--- config.mk ---
export PLATFORM = sky130hd
export DESIGN_NAME = pwm_dac
export DESIGN_NICKNAME = d
export VERILOG_FILES = /design/src/rtl/pwm_dac_pkg.sv /design/src/rtl/tick_gen.sv /design/src/rtl/pwm_dac.sv
export SDC_FILE = /design/constraint.sdc
export NUM_CORES = 1
export LEC_CHECK = 0
export CORE_UTILIZATION = 50
export CTS_CLUSTER_DIAMETER = 60
export DETAILED_ROUTE_END_ITERATION = 6
export PLACE_DENSITY = 0.71
export RECOVER_POWER = 25
export REMOVE_ABC_BUFFERS = 1
export SLEW_MARGIN = 20
export SYNTH_ARGS = -nofsm -noshare
export SYNTH_HDL_FRONTEND = slang
export SYNTH_SLANG_ARGS = --single-unit
export TNS_END_PERCENT = 10
--- constraint.sdc ---
create_clock -name clk -period 2.2 [get_ports clk]
set_clock_uncertainty 0.15 [all_clocks]
set_input_delay 0.44 -clock clk [delete_from_list [all_inputs] [get_ports clk]]
set_output_delay 0.44 -clock clk [all_outputs]
set_load 0.005 [all_outputs]
--- src/rtl/pwm_dac_pkg.sv ---
// Shared constants for the function generator output path.
// Mode encodings and default DAC sample width.
package pwm_dac_pkg;

  localparam int DAC_WIDTH = 8;

  localparam logic MODE_PWM = 1'b0;
  localparam logic MODE_SD  = 1'b1;

endpackage

--- src/rtl/tick_gen.sv ---
// Modulator tick prescaler: one-cycle tick every PRESCALE clocks.
// PRESCALE=1 degenerates to a tick on every cycle.
module tick_gen #(
  parameter int PRESCALE = 1
) (
  input  logic clk,
  input  logic rst,
  output logic tick
);

  localparam int PW = (PRESCALE > 1) ? $clog2(PRESCALE) : 1;
  localparam logic [PW-1:0] LAST = PW'(PRESCALE - 1);

  logic [PW-1:0] r_pre;
  logic          w_last;

  assign w_last = (r_pre == LAST);
  assign tick   = w_last;

  always_ff @(posedge clk or negedge rst) begin
    if (!rst) begin
      r_pre <= '0;
    end else if (w_last) begin
      r_pre <= '0;
    end else begin
      r_pre <= r_pre + 1'b1;
    end
  end

endmodule

--- src/rtl/pwm_dac.sv ---
// 1-bit DAC driver: double-buffered sample intake feeding a
// fixed-frame PWM or first-order sigma-delta modulator.
module pwm_dac
  import pwm_dac_pkg::*;
#(
  parameter int WIDTH    = DAC_WIDTH,
  parameter int PRESCALE = 1
) (
  input  logic             clk,
  input  logic             rst,
  input  logic [WIDTH-1:0] sample,
  input  logic             sample_valid,
  output logic             sample_ready,
  input  logic             mode,
  input  logic             clr_underrun,
  output logic             dac_out,
  output logic             frame_start,
  output logic             underrun
);

  logic [WIDTH-1:0] r_cnt;
  logic [WIDTH-1:0] r_duty;
  logic [WIDTH-1:0] r_acc;
  logic [WIDTH-1:0] r_hold;
  logic             r_hold_full;
  logic             r_mode_q;
  logic             r_dac;
  logic             r_fs;
  logic             r_underrun;

  logic             w_tick;
  logic             w_boundary;
  logic             w_accept;
  logic             w_pwm;
  logic [WIDTH:0]   w_sum;

  tick_gen #(
    .PRESCALE (PRESCALE)
  ) u_tick (
    .clk  (clk),
    .rst  (rst),
    .tick (w_tick)
  );

  assign w_boundary = w_tick && (r_cnt == '1);
  assign w_accept   = sample_valid && !r_hold_full;
  assign w_pwm      = (r_cnt < r_duty);
  assign w_sum      = {1'b0, r_acc} + {1'b0, r_duty};

  assign sample_ready = ~r_hold_full;
  assign dac_out      = r_dac;
  assign frame_start  = r_fs;
  assign underrun     = r_underrun;

  // Intake buffer: a boundary only consumes a full holding register,
  // and acceptance needs it empty, so the two never collide.
  always_ff @(posedge clk or negedge rst) begin
    if (!rst) begin
      r_hold      <= '0;
      r_hold_full <= 1'b0;
      r_duty      <= '0;
    end else if (w_boundary && r_hold_full) begin
      r_duty      <= r_hold;
      r_hold_full <= 1'b0;
    end else if (w_accept) begin
      r_hold      <= sample;
      r_hold_full <= 1'b1;
    end
  end

  always_ff @(posedge clk or negedge rst) begin
    if (!rst) begin
      r_cnt    <= '0;
      r_acc    <= '0;
      r_dac    <= 1'b0;
      r_mode_q <= MODE_PWM;
    end else if (w_tick) begin
      r_cnt <= r_cnt + 1'b1;
      if (r_mode_q == MODE_SD) begin
        r_dac <= w_sum[WIDTH];
      end else begin
        r_dac <= w_pwm;
      end
      if (w_boundary) begin
        r_acc    <= '0;
        r_mode_q <= mode;
      end else begin
        r_acc <= w_sum[WIDTH-1:0];
      end
    end
  end

  // A fresh underrun event takes priority over a clear request.
  always_ff @(posedge clk or negedge rst) begin
    if (!rst) begin
      r_fs       <= 1'b0;
      r_underrun <= 1'b0;
    end else begin
      r_fs <= w_boundary;
      if (w_boundary && !r_hold_full) begin
        r_underrun <= 1'b1;
      end else if (clr_underrun) begin
        r_underrun <= 1'b0;
      end
    end
  end

endmodule

### Yosys cells after proc, flatten, opt, wreduce, memory -nomap -nowiden

Cells that the tools add are included.

| storage, ports and cells | value |
|---|---|
| word-level logic and storage cells | 34 |
| register bits | 38 |
| input port bits | 13 |
| output and inout port bits | 4 |

| cells by class | value |
|---|---|
| reduce and logical (&&, ||, !) cells | 9 |
| equal/unequal tests | 1 |
| bitwise operators | 3 |
| order comparisons | 1 |
| multiplexer cells | 7 |
| $add $sub $neg | 3 |

Operators with widths:

| kind | number |
|---|---|
| 8-bit by 8-bit adder with 9-bit output | 1 |
| 8-bit by 1-bit adder with 8-bit output (second input constant) | 1 |
| 8-bit equality test (second input constant) | 1 |
| 8-bit < comparator | 1 |
| 8-bit two-way mux | 1 |
| 1-bit two-way mux | 6 |
| 1-bit logical AND | 4 |
| 2-bit AND reduction | 2 |
| 2-bit nonzero test | 2 |
| 1-bit inverter | 3 |
| 1-bit adder (second input constant) | 1 |
| 1-bit zero test | 1 |

### Longest topological paths before layout

| depth | value |
|---|---|
| depth in word-level cells | 5 |
| depth in mapped cells | 7 |
| depth with buffers taken out | 7 |

### Modules after synthesis

Synthesis repeated with hierarchy kept, for this count alone.

| unflattened totals | value |
|---|---|
| cell total of the unflattened synthesis | 172 |
| area, all modules | 1978.1 um^2 |

Modules (own cells, without submodules):

| module | seq. area each (um^2) | area each (um^2) | times used | cells an instance |
|---|---|---|---|---|
| pwm_dac | 925.9 | 1966.9 | 1 | 170 |
| tick_gen | 0.0 | 11.3 | 1 | 2 |

### Worst setup path before layout

OpenSTA, ideal clock, no wires.

| timing | value |
|---|---|
| path type | register to register |
| start | register r_duty[0] |
| end | register r_acc[6] |
| library setup time | 0.125 ns |
| period minus slack after synthesis | 1.938 ns |
| path slack | 0.262 ns |
| buffers on the path | 0 |
| cell stages (with the launch flop) | 8 |
| arrival time | 1.663 ns |
| required time | 1.925 ns |
| path through | dfrtp_1 ha_1 inv_1 fa_1 nor2b_1 o2111ai_1 nand3b_1 mux2_2 |

| between the ends | value |
|---|---|
| word-level cells in the longest chain between the ends | 2 |

Ends and longest elaborated chain:

| what | line | text |
|---|---|---|
| start, declared | pwm_dac.sv:22 | `logic [WIDTH-1:0] r_duty;` |
| start signal, assigned | pwm_dac.sv:63 | `r_duty <= r_hold;` |
| 8-bit by 8-bit adder with 9-bit output | pwm_dac.sv:48 | `assign w_sum = {1'b0, r_acc} + {1'b0, r_duty};` |
| 8-bit two-way mux | pwm_dac.sv:84 | `if (w_boundary) begin` |
| end signal, assigned | pwm_dac.sv:88 | `r_acc <= w_sum[WIDTH-1:0];` |
| end, declared | pwm_dac.sv:23 | `logic [WIDTH-1:0] r_acc;` |

No other way between the ends.
A chain may end at the register's enable or synchronous reset.

### Final worst setup path

| timing | value |
|---|---|
| start | register r_hold_full |
| end | output port sample_ready |

| between the ends | value |
|---|---|
| word-level cells in the longest chain between the ends | 1 |

Ends and longest elaborated chain:

| what | line | text |
|---|---|---|
| start, declared | pwm_dac.sv:25 | `logic r_hold_full;` |
| start signal, assigned | pwm_dac.sv:60 | `r_hold_full <= 1'b0;` |
| start signal, assigned | pwm_dac.sv:64 | `r_hold_full <= 1'b0;` |
| start signal, assigned | pwm_dac.sv:67 | `r_hold_full <= 1'b1;` |
| 1-bit inverter | pwm_dac.sv:50 | `assign sample_ready = ~r_hold_full;` |
| end, declared | pwm_dac.sv:13 | `output logic sample_ready,` |

No other way between the ends.

==> impl_metrics.csv <==
group,metric,value,unit
run_status,status,"completed",
synthesis,yosysWarnings,0,
timing,fin_crit,2.10,ns
cts,cts_num_sinks,37,
power_and_ir_drop,p_int,977,µW
global_routing,grt_overflow,0,
timing,setup_viol,0,
critical_path,cp.required,1.61,ns
finish,fill_cells,286,
power_and_ir_drop,pwr-share-comb,4.1,%
synthesis,synth_top_family_by_area,"simple AND/OR/NAND/NOR gates",
finish,layout-drive-gt1-share,15.4,%
finish,multiInputGateArea,871,µm²
synthesis,syn-instance-count,163,
synthesis,synth_xor_area_share,2.82,%
cts,cts_setup_buffers,0,
critical_path,endpoint_kind,"primary output",
finish,fin_util,63.5,%
drt,antenna_left,0,
critical_path,crit_type,"flop to primary output",
global_routing,grt_pass1_vias,1364,
synthesis,async_flop_share,100,%
synthesis,synth_edf_count,0,
drt,drc,0,
critical_path,crit_arrival,1.51,ns
synthesis,synth_top_cell_area_share,49.7,%
cts,path_clk_slew,0.07,ns
min_path,hold_path_class,"flop to flop",
run,max_cap_viol_count,0,
global_routing,grt_pass1_wl,6.33,mm
timing,slew_viol_final,0,
power_and_ir_drop,vdd_ir_drop_max,372,µV
global_routing,antenna_found_initial,0,
cts,worstSkewPairLatency,0.29,ns
timing,worstMarginPinSlew,0.901,ns
synthesis,syn_area,1860,µm²
finish,seq_area,926,µm²
synthesis,synthAdderAreaFrac,11.8,%
floorplanning,dieHeight,63.0,µm
drt,post_drt_wl_per_cell,15.6,µm
power_and_ir_drop,power_density,567,nW/µm²
floorplanning,initial_core_util,54.1,%
power_and_ir_drop,seq_power_share,57.2,%
power_and_ir_drop,p_sw_share,21.1,%
synthesis,ys_seq_elements,37,
finish,area_growth,17.3,%
cts,clockBufferDepth,2,
power_and_ir_drop,pwr-share-clk,38.8,%
floorplanning,pin_count,17,
global_routing,grt_max_degree,38,
synthesis,synth_ff_type,"dfrtp_1",
timing,setup_tns,0,ns
synthesis,yosysMostFrequentCell,"dfrtp_1",
drt,vias,1309,
timing,rsz0062_at_grt,"no",
synthesis,muxShareOfSynthArea,7.19,%
floorplanning,die_x,63.0,µm
power_and_ir_drop,p_leak,1.03,nW
synthesis,synth_top_area_cell,"dfrtp_1",
timing,hold_viol,0,
timing,fmax,477,MHz
placement,numPortBuffers,16,
timing,relSlewSlack,39.9,%
placement,place.gp.congestion,0.827,
drt,drtPass1Iterations,4,
synthesis,ys_top_cells_by_count,"dfrtp_1 (37), ha_1 (16), inv_1 (12), nand3_1 (12), mux2_2 (11)",
drt,vias_per_cell,5.59,
placement,dp_hpwl,2.67,mm
synthesis,synth.distinct_cells,41,
cts,cts_buffers,5,
power_and_ir_drop,power.switching,261,µW
floorplanning,row_count,21,
drt,wl,3.65,mm
critical_path,crit_path_max_fanout,11,
cts,cts_tree,"yes",
synthesis,avgSynthCellArea,11.4,µm²
synthesis,synthSimpleGateAreaFrac,13.6,%
cts,cts-root-buf,"clkbuf_8",
cts,cts_max_level,2,
global_routing,track_usage,21.5,%
synthesis,synth_seq_area_share,49.7,%
floorplanning,core,3440,µm²
critical_path,cp-start-kind,"flop",
synthesis,synth.area.top_cells,"dfrtp_1 (50%), ha_1 (11%), mux2_2 (6.6%)",
finish,nets,218,
drt,drt_iter0_drc,56,
timing,period_share,95.3,%
synthesis,synth_compound_area_share,11.1,%
finish,antenna_cells,0,
floorplanning,dieArea,3970,µm²
## power groups by stage
stage	clock, mW	sequential [mW]	combinational (mW)
after floorplan	0	0.716	0.0151
after global placement	0	0.719	0.0508
after detailed placement	0	0.720	0.0530
after CTS	0.490	0.707	0.0532
after global routing	0.520	0.708	0.0562
final	0.480	0.707	0.0503
## cell families (layout without fill, tap and decap cells)
kind of cell               Yosys count  after routing
and+or+nand+nor                     44             44
DFF                                 37             37
AOI/OAI and AO/OA                   31             31
adders and majority gates           17             17
buffers and inverters               16             41
muxes                               12             12
xor gates and xnor gates             6              6
## worst paths after layout
kind	start	end	slack, ns	cells after the start
setup / recovery	r_hold_full	sample_ready	0.10	2
hold / removal	r_hold[0]	r_hold[0]	0.37	1
setup reg to reg	r_duty[0]	r_acc[6]	0.12	7
hold reg to reg	r_hold[0]	r_hold[0]	0.37	1
max in group asynchronous	rst	r_duty[2]	0.68	2
min in group asynchronous	rst	dac_out	0.65	2
## layout make-up
| class | instances | share of cell area [%] |
|---|---|---|
| flip-flops and latches | 37 | 42.4 |
| multi-input cells | 110 | 39.9 |
| repair buffers | 21 | 8.93 |
| clock buffers | 7 | 3.95 |
| well taps | 46 | 2.63 |
| inverters | 13 | 2.23 |
## state kept, by name (all words and copies together), names as in the netlist
register,flops
underrun,1
r_duty,8
dac_out,1
r_mode_q,1
frame_start,1
r_hold,8
r_cnt,8
r_hold_full,1
r_acc,8
## worst max-delay path, stage by stage, from the launching register on
cell and delay [ns]:
dfrtp_1 0.51, inv_1 0.18, clkdlybuf4s50_1 0.54
## repair_timing
action / CTS / global route
resized for setup: 0 / 1
endpoints found under the hold margin: 0 / 0
hold buffers: 0 / 0
endpoints found under the setup margin: 0 / 1
## layer usage
| layer | routed length [µm] | vias to the layer above | track usage (%) |
|---|---|---|---|
| met5 | 0 | - | 0 |
| li1 | - | 627 | - |
| met2 | 1790 | 40 | 33.7 |
| met3 | 181 | 7 | 6.57 |
| met1 | 1610 | 635 | 26.6 |
| met4 | 72 | 0 | 10.8 |
## stage by stage
stage | power (mW) | cell area [µm²] | hold WS (ns) | setup WS (ns) | cells
3_5_place_dp | 0.773 | 2100 | 0.354 | 0.107 | 227
4_1_cts | 1.25 | 2180 | 0.366 | 0.0873 | 234
2_1_floorplan | 0.731 | 1840 | -0.00559 | 0.262 | 160
3_3_place_gp | 0.770 | 2100 | 0.342 | 0.176 | 227
5_1_grt | 1.28 | 2180 | 0.378 | 0.0375 | 234
6_report | 1.24 | 2180 | 0.366 | 0.104 | 234
## cells in the final DEF, fill, tap and decap left out, types with 2 or more instances in the layout
cell	count
a2111oi_0	2
a211o_1	2
a21o_1	2
a21oi_1	5
buf_4	4
clkbuf_8	6
clkdlybuf4s50_1	15
dfrtp_1	37
ha_1	16
inv_1	12
mux2_2	11
nand2_1	3
nand3_1	12
nor2_1	9
nor2b_1	2
nor3_1	5
o2111ai_1	2
o21a_1	3
o21ai_0	9
xnor2_1	3
xor2_1	3
Power figures use the tool's default switching activity.
